**src/rtl/loader_pkg.sv**
```systemverilog
// Shared types and constants for the configuration bitstream loader.
package loader_pkg;

  localparam int unsigned WORD_W = 8;

  localparam logic [7:0] CRC_POLY = 8'h07;
  localparam logic [7:0] CRC_INIT = 8'h00;

  typedef enum logic [2:0] {
    ST_IDLE = 3'd0,
    ST_LOAD = 3'd1,
    ST_CRC  = 3'd2,
    ST_DONE = 3'd3,
    ST_ERR  = 3'd4
  } state_e;

  // One serial CRC-8 step: feedback is the outgoing MSB xor the new bit.
  function automatic logic [7:0] crc8_step(input logic [7:0] crc, input logic b);
    logic fb;
    fb = crc[7] ^ b;
    return {crc[6:0], 1'b0} ^ (fb ? CRC_POLY : 8'h00);
  endfunction

endpackage

```
**src/rtl/crc8_serial.sv**
```systemverilog
// Bit-serial CRC-8 accumulator; one bit folded in per enabled cycle.
module crc8_serial
  import loader_pkg::*;
(
  input  logic       i_clk,
  input  logic       i_rst,
  input  logic       i_clr,
  input  logic       i_en,
  input  logic       i_bit,
  output logic [7:0] o_crc
);

  logic [7:0] r_crc;

  // Clear wins over a same-cycle update so a new load always starts from init.
  always_ff @(posedge i_clk or posedge i_rst) begin
    if (i_rst) begin
      r_crc <= CRC_INIT;
    end else if (i_clr) begin
      r_crc <= CRC_INIT;
    end else if (i_en) begin
      r_crc <= crc8_step(r_crc, i_bit);
    end
  end

  assign o_crc = r_crc;

endmodule

```
**src/rtl/cfg_bitstream_loader.sv**
```systemverilog
// Byte-stream to programming scan chain serialiser with trailing CRC-8 check.
module cfg_bitstream_loader #(
  parameter int unsigned CHAIN_LEN = 1024,
  parameter int unsigned WORD_W    = 8
) (
  input  logic              prog_clk,
  input  logic              rst,
  input  logic              start,
  input  logic              abort,
  input  logic [WORD_W-1:0] s_data,
  input  logic              s_valid,
  output logic              s_ready,
  output logic              prog_in,
  output logic              prog_en,
  output logic              busy,
  output logic              done,
  output logic              err
);

  import loader_pkg::*;

  localparam int unsigned CNT_W = $clog2(CHAIN_LEN + 1);
  localparam int unsigned VLD_W = $clog2(WORD_W + 1);
  localparam logic [CNT_W-1:0] LAST_IDX = CNT_W'(CHAIN_LEN - 1);

  state_e            r_state;
  state_e            w_state_nxt;
  logic [WORD_W-1:0] r_buf;
  logic [VLD_W-1:0]  r_vld;
  logic [CNT_W-1:0]  r_bit_cnt;
  logic              r_prog_in;
  logic              r_prog_en;
  logic              r_done;
  logic              r_err;

  logic              w_start_load;
  logic              w_active;
  logic              w_shift;
  logic              w_last_bit;
  logic              w_accept;
  logic              w_s_ready;
  logic              w_busy;
  logic              w_crc_match;
  logic [7:0]        w_crc;

  // A bit leaves the buffer whenever one is held in LOAD and no abort is pending.
  assign w_start_load = (r_state == ST_IDLE) && start;
  assign w_active     = (r_state == ST_LOAD) || (r_state == ST_CRC);
  assign w_shift      = (r_state == ST_LOAD) && (r_vld != '0) && !abort;
  assign w_last_bit   = w_shift && (r_bit_cnt == LAST_IDX);
  assign w_accept     = s_valid && w_s_ready;
  assign w_crc_match  = (s_data == w_crc);

  // State register.
  always_ff @(posedge prog_clk or posedge rst) begin
    if (rst) begin
      r_state <= ST_IDLE;
    end else begin
      r_state <= w_state_nxt;
    end
  end

  // Next-state logic; abort beats a same-cycle CRC byte accept.
  always_comb begin
    w_state_nxt = r_state;
    case (r_state)
      ST_IDLE: begin
        if (start) w_state_nxt = ST_LOAD;
      end
      ST_LOAD: begin
        if (abort)           w_state_nxt = ST_ERR;
        else if (w_last_bit) w_state_nxt = ST_CRC;
      end
      ST_CRC: begin
        if (abort)         w_state_nxt = ST_ERR;
        else if (w_accept) w_state_nxt = w_crc_match ? ST_DONE : ST_ERR;
      end
      ST_DONE, ST_ERR: begin
        if (start) w_state_nxt = ST_IDLE;
      end
      default: w_state_nxt = ST_IDLE;
    endcase
  end

  // Handshake/status decode; refill when empty or on the last buffered bit,
  // but never once the final chain bit is leaving (that byte is the CRC).
  always_comb begin
    w_s_ready = 1'b0;
    w_busy    = 1'b0;
    case (r_state)
      ST_LOAD: begin
        w_busy    = 1'b1;
        w_s_ready = !abort && !w_last_bit &&
                    ((r_vld == '0) || (r_vld == VLD_W'(1)));
      end
      ST_CRC: begin
        w_busy    = 1'b1;
        w_s_ready = !abort;
      end
      default: begin
        w_s_ready = 1'b0;
        w_busy    = 1'b0;
      end
    endcase
  end

  // Shift buffer, bit counter, registered chain drive and sticky status flags.
  always_ff @(posedge prog_clk or posedge rst) begin
    if (rst) begin
      r_buf     <= '0;
      r_vld     <= '0;
      r_bit_cnt <= '0;
      r_prog_in <= 1'b0;
      r_prog_en <= 1'b0;
      r_done    <= 1'b0;
      r_err     <= 1'b0;
    end else begin
      r_prog_en <= w_shift;
      r_prog_in <= w_shift ? r_buf[WORD_W-1] : 1'b0;
      if (w_start_load) begin
        r_buf     <= '0;
        r_vld     <= '0;
        r_bit_cnt <= '0;
        r_done    <= 1'b0;
        r_err     <= 1'b0;
      end else if (w_active) begin
        // Leftover bits of a partial final byte are dropped here.
        if (abort || w_last_bit) begin
          r_buf <= '0;
          r_vld <= '0;
        end else if (w_accept && (r_state == ST_LOAD)) begin
          r_buf <= s_data;
          r_vld <= VLD_W'(WORD_W);
        end else if (w_shift) begin
          r_buf <= {r_buf[WORD_W-2:0], 1'b0};
          r_vld <= r_vld - VLD_W'(1);
        end
        if (w_shift) begin
          r_bit_cnt <= r_bit_cnt + CNT_W'(1);
        end
        if (abort) begin
          r_err <= 1'b1;
        end else if ((r_state == ST_CRC) && w_accept) begin
          r_done <= w_crc_match;
          r_err  <= !w_crc_match;
        end
      end
    end
  end

  crc8_serial u_crc (
    .i_clk (prog_clk),
    .i_rst (rst),
    .i_clr (w_start_load),
    .i_en  (w_shift),
    .i_bit (r_buf[WORD_W-1]),
    .o_crc (w_crc)
  );

  assign s_ready = w_s_ready;
  assign busy    = w_busy;
  assign prog_in = r_prog_in;
  assign prog_en = r_prog_en;
  assign done    = r_done;
  assign err     = r_err;

endmodule

```
**config.mk**
```make
export PLATFORM = sky130hd
export DESIGN_NAME = cfg_bitstream_loader
export DESIGN_NICKNAME = d
export VERILOG_FILES = /design/src/rtl/loader_pkg.sv /design/src/rtl/crc8_serial.sv /design/src/rtl/cfg_bitstream_loader.sv
export SDC_FILE = /design/constraint.sdc
export NUM_CORES = 1
export LEC_CHECK = 0
export CORE_ASPECT_RATIO = 1.2
export CORE_MARGIN = 2
export CORE_UTILIZATION = 30
export DETAILED_ROUTE_END_ITERATION = 10
export GPL_ROUTABILITY_DRIVEN = 1
export HOLD_SLACK_MARGIN = 0.03
export PLACE_DENSITY = 0.54
export SKIP_CTS_REPAIR_TIMING = 1
export SLEW_MARGIN = 10
export SYNTH_ARGS = -nofsm -noshare
export SYNTH_HDL_FRONTEND = slang
export SYNTH_SLANG_ARGS = --single-unit
```
**constraint.sdc**
```tcl
create_clock -name prog_clk -period 2.55 [get_ports prog_clk]
set_input_delay 0.765 -clock prog_clk [delete_from_list [all_inputs] [get_ports prog_clk]]
set_output_delay 0.765 -clock prog_clk [all_outputs]
set_load 0.01 [all_outputs]
```
==> results.sh, run 1 <==
export IMPL_grt_pass1_wl_um=7690
export IMPL_p_total_uw=2220
export IMPL_hold_class="reg -> reg"
export IMPL_syn_avg_cell_area_um2=9.39
export IMPL_cp_arrival_ns=1.73
export IMPL_numCtsBuffers=5
export IMPL_critPathMaxFanout=2
export IMPL_power_density_nw_per_um2=833
export IMPL_synth_compound_area_share_pct=14.7
export IMPL_status="finished, final reports clean"
export IMPL_htreeDepth=2
export IMPL_yosysSeqAreaShare_pct=46.3
export IMPL_root_buffer="clkbuf_8"
export IMPL_post_route_min_period_ns=2.49
export IMPL_die_w_um=79.6
export IMPL_post_dp_hpwl_um=3370
export IMPL_synth_seq_cells=38
export IMPL_internal_power_uw=1430
export IMPL_critPathKind="reg -> out"
export IMPL_peakVddDrop_mv=0.379
export IMPL_muxShareOfSynthArea_pct=0
export IMPL_io_pins=19
export IMPL_n_antenna_cell=0
export IMPL_critPathLaunch="r_vld[1]$_DFFE_PP0P_"
export IMPL_p_seq_share_pct=36.5
export IMPL_start_kind="flip-flop"
export IMPL_wirelength_um=4520
export IMPL_antenna_left=0
export IMPL_top_layer="met4"
export IMPL_insertion_delay_ns=0.29
export IMPL_fin_crit_sh_pct=97.8
export IMPL_crit_required_ns=1.79
export IMPL_die_h_um=94.7
export IMPL_syn_inst=219
export IMPL_drt_met1_wl_um=2100
export IMPL_whs_ns=0.524
export IMPL_p_comb_share_pct=44.2
export IMPL_relSlewSlack_pct=67.7
export IMPL_rows=33
export IMPL_overflow=0
export IMPL_synth_top_family_by_area="simple AND/OR/NAND/NOR gates"
export IMPL_num_vias=1670
export IMPL_yosys_area_share_simple_pct=22.4
export IMPL_placement_io_buffers=18
export IMPL_initial_core_util_pct=30.5
export IMPL_whs_path_depth=2
export IMPL_r2r_cells=8
export IMPL_core_area_um2=6730
export IMPL_syn_num_nets=236
export IMPL_wl_met2_um=2230
export IMPL_drive_gt1_share_pct=21.3
export IMPL_fmax_mhz=401
export IMPL_clockBufferDepth=2
export IMPL_synth_fa_ha_area_share_pct=2.43
export IMPL_gp_congestion=0.769
export IMPL_finClkSkew_ns=0.00554
export IMPL_p_sw_uw=799
export IMPL_cts_sinks=38
export IMPL_mostFrequentLayoutCells="dfrtp_1, buf_4, nand2_1, a21oi_1"
export IMPL_cp_end_kind="output pin"
export IMPL_leakage_uw=0.00126
export IMPL_synth_distinct_cells=42
export IMPL_finalHoldViolCount=0
export IMPL_clock_power_share_pct=19.3
export IMPL_synth_xor_area_share_pct=8.09
export IMPL_netlist_area_um2=2060
export IMPL_die_area_um2=7530
export IMPL_fill_cells=664
export IMPL_final_common_cell="dfrtp_1"
export IMPL_drcViolationCount=0
export IMPL_via_per_inst=4.70
export IMPL_avgRoutedWirePerCell_um=12.7
export IMPL_drt_pass1_iterations=4
export IMPL_rsz0062_at_grt="yes"
export IMPL_utilization_pct=39.7
export IMPL_grt_max_degree=39
export IMPL_grt_pass1_vias=1678
export IMPL_switching_share_pct=35.9
export IMPL_drv_slew=0
export IMPL_syn2layout_area_growth_pct=29.9
export IMPL_met3_length_um=116
export IMPL_clkTransAtPathRegs_ns=0.08
export IMPL_antenna_found_initial=0
export IMPL_tightest_slew_ns=0.485
export IMPL_yosysWarnings=0
export IMPL_nNetsFinal=284
export IMPL_drv_cap=0
export IMPL_dr_first_iter_drc_count=81
export IMPL_grtUsageTotal_pct=13.3
export IMPL_cts_tree="yes"
export IMPL_reg2reg_from="r_vld[1]$_DFFE_PP0P_"
export IMPL_finalSetupViolations=0
export IMPL_min_from="u_crc.o_crc[6]$_DFFE_PP0P_"
logic make-up after synthesis:
kind of cell / count (synthesis)
AO/OA/AOI/OAI: 47
XOR/XNOR: 19
adder cells (fa/ha/maj): 4
buffers and inverters: 26
flip-flops: 38
AND/OR/NAND/NOR: 85
registers in the layout, summed over array words and instances, names as in the netlist:
register and count:
prog_en 1, done 1, r_vld 4, r_bit_cnt 11, prog_in 1, r_state 3
err 1, r_buf 8, u_crc.o_crc 8
cells in the mapped netlist (all sizes together):
cell type,number,area (µm²)
a211o,2,17.5
a211oi,1,7.51
a21boi,1,7.51
a21o,3,22.5
a21oi,17,85.1
a221oi,7,61.3
a22o,1,8.76
a31oi,2,12.5
and2,1,6.26
and3,2,12.5
and4,2,17.5
and4b,1,10.0
buf,12,73.8
clkbuf,1,3.75
dfrtp,38,951
ha,4,50.1
inv,13,48.8
nand2,28,113
nand2b,1,6.26
nand3,12,60.1
nand3b,1,7.51
nand4,5,31.3
nor2,12,47.6
nor3,10,50.1
nor3b,3,22.5
nor4,1,12.5
nor4b,2,32.5
o2111ai,2,17.5
o21a,1,7.51
o21ai,9,45.0
o41ai,1,8.76
or3,2,12.5
or3b,1,8.76
or4b,1,10.0
xnor2,15,131
xor2,4,35.0
per-stage QoR:
stage / instances / worst slack, ns / cell area [µm²] / TNS, ns
after floorplan: 219 / 0.0595 / 2060 / 0
after global placement: 346 / -0.569 / 2550 / -0.675
after detailed placement: 346 / -0.584 / 2550 / -0.765
after CTS: 354 / -0.603 / 2640 / -0.603
after global routing: 355 / -0.0252 / 2670 / -0.0252
final: 355 / 0.0567 / 2670 / 0
worst max-delay path, cell delays in order, from the launching register on:
cell and delay, ns:
dfrtp_1 0.39, inv_2 0.08, ha_4 0.13, or3b_4 0.38, nand2_2 0.08, o2111ai_2 0.11, a21oi_1 0.13, buf_2 0.14
path summary, 6_finish.rpt:
path / to / slack (ns)
setup / recovery: s_ready / 0.06
hold / removal: u_crc.o_crc[7]$_DFFE_PP0P_ / 0.52
setup reg to reg: r_buf[7]$_DFFE_PP0P_ / 0.67
hold reg to reg: u_crc.o_crc[7]$_DFFE_PP0P_ / 0.52
max in group asynchronous: r_buf[0]$_DFFE_PP0P_ / 1.32
min in group asynchronous: r_bit_cnt[4]$_DFFE_PP0P_ / 0.89
power by group through the flow:
| stage | Sequential, µW | Clock [µW] | Combinational (µW) |
|---|---|---|---|
| global route | 830 | 462 | 1100 |
| finish | 812 | 428 | 984 |
| detailed placement | 821 | 0 | 956 |
| CTS | 810 | 447 | 961 |
| floorplan | 818 | 0 | 593 |
| global placement | 819 | 0 | 961 |
layer usage:
metal,track usage [%],vias up
met4,5.17,0
met1,17.0,777
li1,-,866
met2,22.2,21
met3,2.29,6
met5,0,-
final cells by class:
| class | count | area [µm²] | area share, % |
|---|---|---|---|
| Timing Repair Buffer | 54 | 463 | 17.3 |
| Clock inverter | 1 | 5.00 | 0.187 |
| Multi-Input combinational cell | 155 | 1010 | 37.8 |
| Clock buffer | 7 | 86.3 | 3.23 |
| Tap cell | 87 | 109 | 4.07 |
| Inverter | 13 | 48.8 | 1.83 |
| Sequential cell | 38 | 951 | 35.6 |
Power figures use the tool's default switching activity.
==> run 2: changes to the inputs <==
Clock period 2.55 ns to 2.5 ns, I/O delays scaled along.
==> run 2 against run 1 <==
Critical path depth unchanged. Die area unchanged. Sequential power up 2%. Clock-buffer cell count up 1. First-iteration DRC count down 25%. Clock power up 17%. Design area up 2.7%. Non-clock buffer count up 4. Total power up 7.6%. Worst hold slack worse by 0.0044 ns. Clock skew down 0.0037 ns. Routed wire length up 4.6%. Critical path type unchanged.
==> results.sh, run 2 (same netlist as run 1, synthesis figures left out) <==
export IMPL_status="finished, final reports clean"
export IMPL_clkTransAtPathRegs_ns=0.08
export IMPL_n_antenna_cell=0
export IMPL_relSlewSlack_pct=67.3
export IMPL_cp_end_kind="output pin"
export IMPL_start_kind="flip-flop"
export IMPL_finalHoldViolCount=0
export IMPL_hold_class="reg -> reg"
export IMPL_gp_congestion=0.807
export IMPL_die_area_um2=7530
export IMPL_grt_pass1_vias=1747
export IMPL_p_sw_uw=851
export IMPL_peakVddDrop_mv=0.321
export IMPL_drcViolationCount=0
export IMPL_antenna_found_initial=0
export IMPL_drv_slew=0
export IMPL_syn2layout_area_growth_pct=33.5
export IMPL_die_w_um=79.6
export IMPL_overflow=0
export IMPL_fill_cells=662
export IMPL_clockBufferDepth=2
export IMPL_finClkSkew_ns=0.00188
export IMPL_drv_cap=0
export IMPL_fmax_mhz=402
export IMPL_grt_pass1_wl_um=8050
export IMPL_rows=33
export IMPL_mostFrequentLayoutCells="buf_4, dfrtp_1, nand2_1, a21oi_1"
export IMPL_p_comb_share_pct=44.4
export IMPL_cpPeakStageDelay_ns=0.39
export IMPL_rsz0062_at_grt="yes"
export IMPL_grt_max_degree=39
export IMPL_clock_power_share_pct=20.9
export IMPL_numCtsBuffers=5
export IMPL_grtUsageTotal_pct=13.8
export IMPL_via_per_inst=4.85
export IMPL_drt_pass1_iterations=4
export IMPL_root_buffer="clkbuf_8"
export IMPL_internal_power_uw=1540
export IMPL_cts_tree="yes"
export IMPL_io_pins=19
export IMPL_antenna_left=0
export IMPL_path_cells="inv_2 -> ha_4 -> or3b_4 -> nand2_4 -> o2111ai_4 -> a21oi_2 -> buf_2"
export IMPL_p_total_uw=2390
export IMPL_cp_arrival_ns=1.74
export IMPL_p_seq_share_pct=34.7
export IMPL_utilization_pct=40.8
export IMPL_initial_core_util_pct=30.5
export IMPL_cp_slowest_cell="dfrtp_1"
export IMPL_final_common_cell="buf_4"
export IMPL_placement_io_buffers=18
export IMPL_largest_register_ffs=11
export IMPL_avgRoutedWirePerCell_um=13.2
export IMPL_cts_sinks=38
export IMPL_post_route_min_period_ns=2.49
export IMPL_num_vias=1741
export IMPL_critPathMaxFanout=2
export IMPL_leakage_uw=0.00130
export IMPL_wirelength_um=4730
export IMPL_drive_gt1_share_pct=23.9
export IMPL_insertion_delay_ns=0.29
export IMPL_power_density_nw_per_um2=873
export IMPL_dr_first_iter_drc_count=61
export IMPL_whs_ns=0.519
export IMPL_crit_required_ns=1.75
export IMPL_finalSetupViolations=0
export IMPL_post_dp_hpwl_um=3450
export IMPL_core_area_um2=6730
export IMPL_die_h_um=94.7
export IMPL_fin_crit_sh_pct=99.6
export IMPL_htreeDepth=2
export IMPL_top_register="r_bit_cnt"
export IMPL_switching_share_pct=35.5
export IMPL_tightest_slew_ns=0.490
export IMPL_nNetsFinal=288
export IMPL_critPathKind="reg -> out"
-- run 2: cell types whose count changed in the layout (fill, tap and decap cells not counted), sizes merged --
cell	previous run	this run
buf	37	41
clkinv	1	0
clkbuf	7	8
-- run 2: final cells by class --
class                   count  area [µm²]  area share, %
flip-flops and latches     38         951           34.7
repair buffers             58         493           18.0
multi-input cells         155        1030           37.6
inverters                  13        48.8           1.78
clock buffers               8         110           4.01
well taps                  87         109           3.97
-- run 2: power by group through the flow --
stage / registers (µW) / clock network [µW] / logic, µW
floorplan: 834 / 0 / 605
global placement: 835 / 0 / 1010
detailed placement: 837 / 0 / 1000
CTS: 826 / 514 / 1010
global route: 846 / 536 / 1180
finish: 832 / 500 / 1060
-- run 2: stage by stage --
step	std cells	worst slack (ns)	setup TNS, ns	area (µm²)
after floorplan	219	0.0395	0	2060
after global placement	349	-0.589	-1.03	2570
after detailed placement	349	-0.629	-1.23	2570
after CTS	357	-0.642	-0.647	2680
after global routing	359	-0.0737	-0.0737	2740
final	359	0.0107	0	2740
-- run 2: final timing paths --
path,endpoint,depth (start not counted),slack [ns],start
setup / recovery,s_ready,7,0.01,r_vld[1]$_DFFE_PP0P_
hold / removal,u_crc.o_crc[7]$_DFFE_PP0P_,2,0.52,u_crc.o_crc[6]$_DFFE_PP0P_
max in group asynchronous,r_buf[6]$_DFFE_PP0P_,3,1.28,rst
hold reg to reg,u_crc.o_crc[7]$_DFFE_PP0P_,2,0.52,u_crc.o_crc[6]$_DFFE_PP0P_
setup reg to reg,r_buf[4]$_DFFE_PP0P_,9,0.55,r_vld[1]$_DFFE_PP0P_
min in group asynchronous,r_bit_cnt[4]$_DFFE_PP0P_,3,0.86,rst
-- run 2: layer usage --
layer / track usage (%) / share of wire, % / wire [µm] / vias to the layer above
met1: 16.8 / 45 / 2120 / 827
li1: - / - / - / 870
met5: 0 / 0 / 0 / -
met3: 2.87 / 3.4 / 163 / 8
met4: 5.60 / 2.3 / 111 / 0
met2: 23.7 / 49 / 2330 / 36
-- run 2: worst max-delay path, delay by kind of cell (launching register included) --
kind / cells / cell delay, ns
AND/OR/NAND/NOR: 2 / 0.48
buffers and inverters: 2 / 0.21
flip-flops: 1 / 0.39
AO/OA/AOI/OAI: 2 / 0.25
adder cells (fa/ha/maj): 1 / 0.13
==> run 3: changes to the inputs <==
Settings changed: PLACE_DENSITY 0.54 to not set, REMOVE_ABC_BUFFERS set to 1.
==> run 3 against run 2 <==
Total power shrank 6.0%. Sequential cell count is the same. Clock power down 17%. Combinational power is 6% lower. Largest cell class unchanged. Highest routed layer unchanged.
==> results.sh, run 3 (same netlist as run 1, synthesis figures left out) <==
export IMPL_finalHoldViolCount=0
export IMPL_setup_ws_ns=0.0123
export IMPL_fin_crit_sh_pct=99.5
export IMPL_p_total_uw=2250
export IMPL_antenna_left=0
export IMPL_placement_io_buffers=18
export IMPL_post_route_min_period_ns=2.49
export IMPL_critPathMaxFanout=2
export IMPL_initial_core_util_pct=30.5
export IMPL_core_area_um2=6730
export IMPL_n_antenna_cell=0
export IMPL_root_buffer="clkbuf_8"
export IMPL_io_pins=19
export IMPL_grt_pass1_vias=1720
export IMPL_rows=33
export IMPL_clkTransAtPathRegs_ns=0.07
export IMPL_power_density_nw_per_um2=847
export IMPL_drcViolationCount=0
export IMPL_leakage_uw=0.00126
export IMPL_avgRoutedWirePerCell_um=12.9
export IMPL_antenna_found_initial=0
export IMPL_relSlewSlack_pct=67.7
export IMPL_crit_required_ns=1.75
export IMPL_numCtsBuffers=5
export IMPL_overflow=0
export IMPL_mostFrequentLayoutCells="dfrtp_1, buf_4, nand2_1, a21oi_1"
export IMPL_cts_tree="yes"
export IMPL_drv_slew=0
export IMPL_nNetsFinal=284
export IMPL_htreeDepth=2
export IMPL_grt_max_degree=39
export IMPL_rsz0062_at_grt="yes"
export IMPL_syn2layout_area_growth_pct=29.3
export IMPL_tightest_slew_ns=0.485
export IMPL_drt_pass1_iterations=5
export IMPL_wirelength_um=4560
export IMPL_multi_input_area_um2=1020
export IMPL_grt_pass1_wl_um=7840
export IMPL_peakVddDrop_mv=0.462
export IMPL_cts_sinks=38
export IMPL_fill_cells=664
export IMPL_die_area_um2=7530
export IMPL_clockBufferDepth=2
export IMPL_num_vias=1723
export IMPL_gp_congestion=0.759
export IMPL_regArea_um2=951
export IMPL_dr_first_iter_drc_count=73
export IMPL_cp_end_kind="output pin"
export IMPL_hold_class="reg -> reg"
export IMPL_finalSetupViolations=0
export IMPL_via_per_inst=4.88
export IMPL_insertion_delay_ns=0.29
export IMPL_cp_arrival_ns=1.74
export IMPL_critPathKind="reg -> out"
export IMPL_grtUsageTotal_pct=13.1
export IMPL_die_h_um=94.7
export IMPL_post_dp_hpwl_um=3380
export IMPL_top_register="r_bit_cnt"
export IMPL_start_kind="flip-flop"
export IMPL_largest_register_ffs=11
export IMPL_fmax_mhz=402
export IMPL_drive_gt1_share_pct=21.4
export IMPL_die_w_um=79.6
export IMPL_post_place_ws_ns=-0.620
export IMPL_status="finished, final reports clean"
export IMPL_finClkSkew_ns=0.00662
export IMPL_final_common_cell="dfrtp_1"
export IMPL_drv_cap=0
[run 3: path summary, 6_finish.rpt]
check | from | to | slack [ns] | depth (start not counted)
setup / recovery | r_vld[0]$_DFFE_PP0P_ | s_ready | 0.01 | 7
hold / removal | u_crc.o_crc[6]$_DFFE_PP0P_ | u_crc.o_crc[7]$_DFFE_PP0P_ | 0.52 | 2
setup reg to reg | r_bit_cnt[1]$_DFFE_PP0P_ | r_buf[6]$_DFFE_PP0P_ | 0.62 | 8
hold reg to reg | u_crc.o_crc[6]$_DFFE_PP0P_ | u_crc.o_crc[7]$_DFFE_PP0P_ | 0.52 | 2
max in group asynchronous | rst | r_vld[3]$_DFFE_PP0P_ | 1.28 | 3
min in group asynchronous | rst | u_crc.o_crc[7]$_DFFE_PP0P_ | 0.88 | 3
[run 3: routing by layer]
metal  part of all wire [%]  vias to the layer above  global-route usage [%]
met4                    1.4                        0                    5.46
met2                     49                       34                    21.6
met5                      0                        -                       0
met3                    3.1                        5                    2.01
li1                       -                      858                       -
met1                     47                      826                    17.1
[run 3: critical path: stages, from the launching register on]
cell       delay [ns]
dfrtp_1          0.39
inv_2            0.08
ha_4             0.13
or3b_4           0.39
nand2_4          0.09
o2111ai_2        0.11
a21oi_1          0.14
buf_2            0.14
[run 3: stage by stage]
| step | instances | TNS [ns] | cell area, µm² | utilization, % | hold WS (ns) |
|---|---|---|---|---|---|
| 2_1_floorplan | 206 | 0 | 1980 | - | 0.482 |
| 6_report | 353 | 0 | 2660 | 39.5 | 0.525 |
| 3_5_place_dp | 346 | -0.740 | 2540 | 37.7 | 0.504 |
| 4_1_cts | 352 | -0.637 | 2620 | 38.9 | 0.518 |
| 3_3_place_gp | 346 | -0.607 | 2540 | 37.7 | 0.496 |
| 5_1_grt | 353 | -0.107 | 2660 | 39.5 | 0.558 |
[run 3: cell type report]
class | instances | share of cell area, %
multi-input cells | 155 | 38.2
flip-flops and latches | 38 | 35.8
repair buffers | 54 | 16.9
well taps | 87 | 4.10
clock buffers | 6 | 3.11
inverters | 13 | 1.84
[run 3: where the power goes]
group | internal (µW) | switching [µW] | leakage [µW]
Sequential | 745 | 91.5 | 0.000521
Combinational | 479 | 522 | 0.000693
Clock | 213 | 201 | 0.0000431
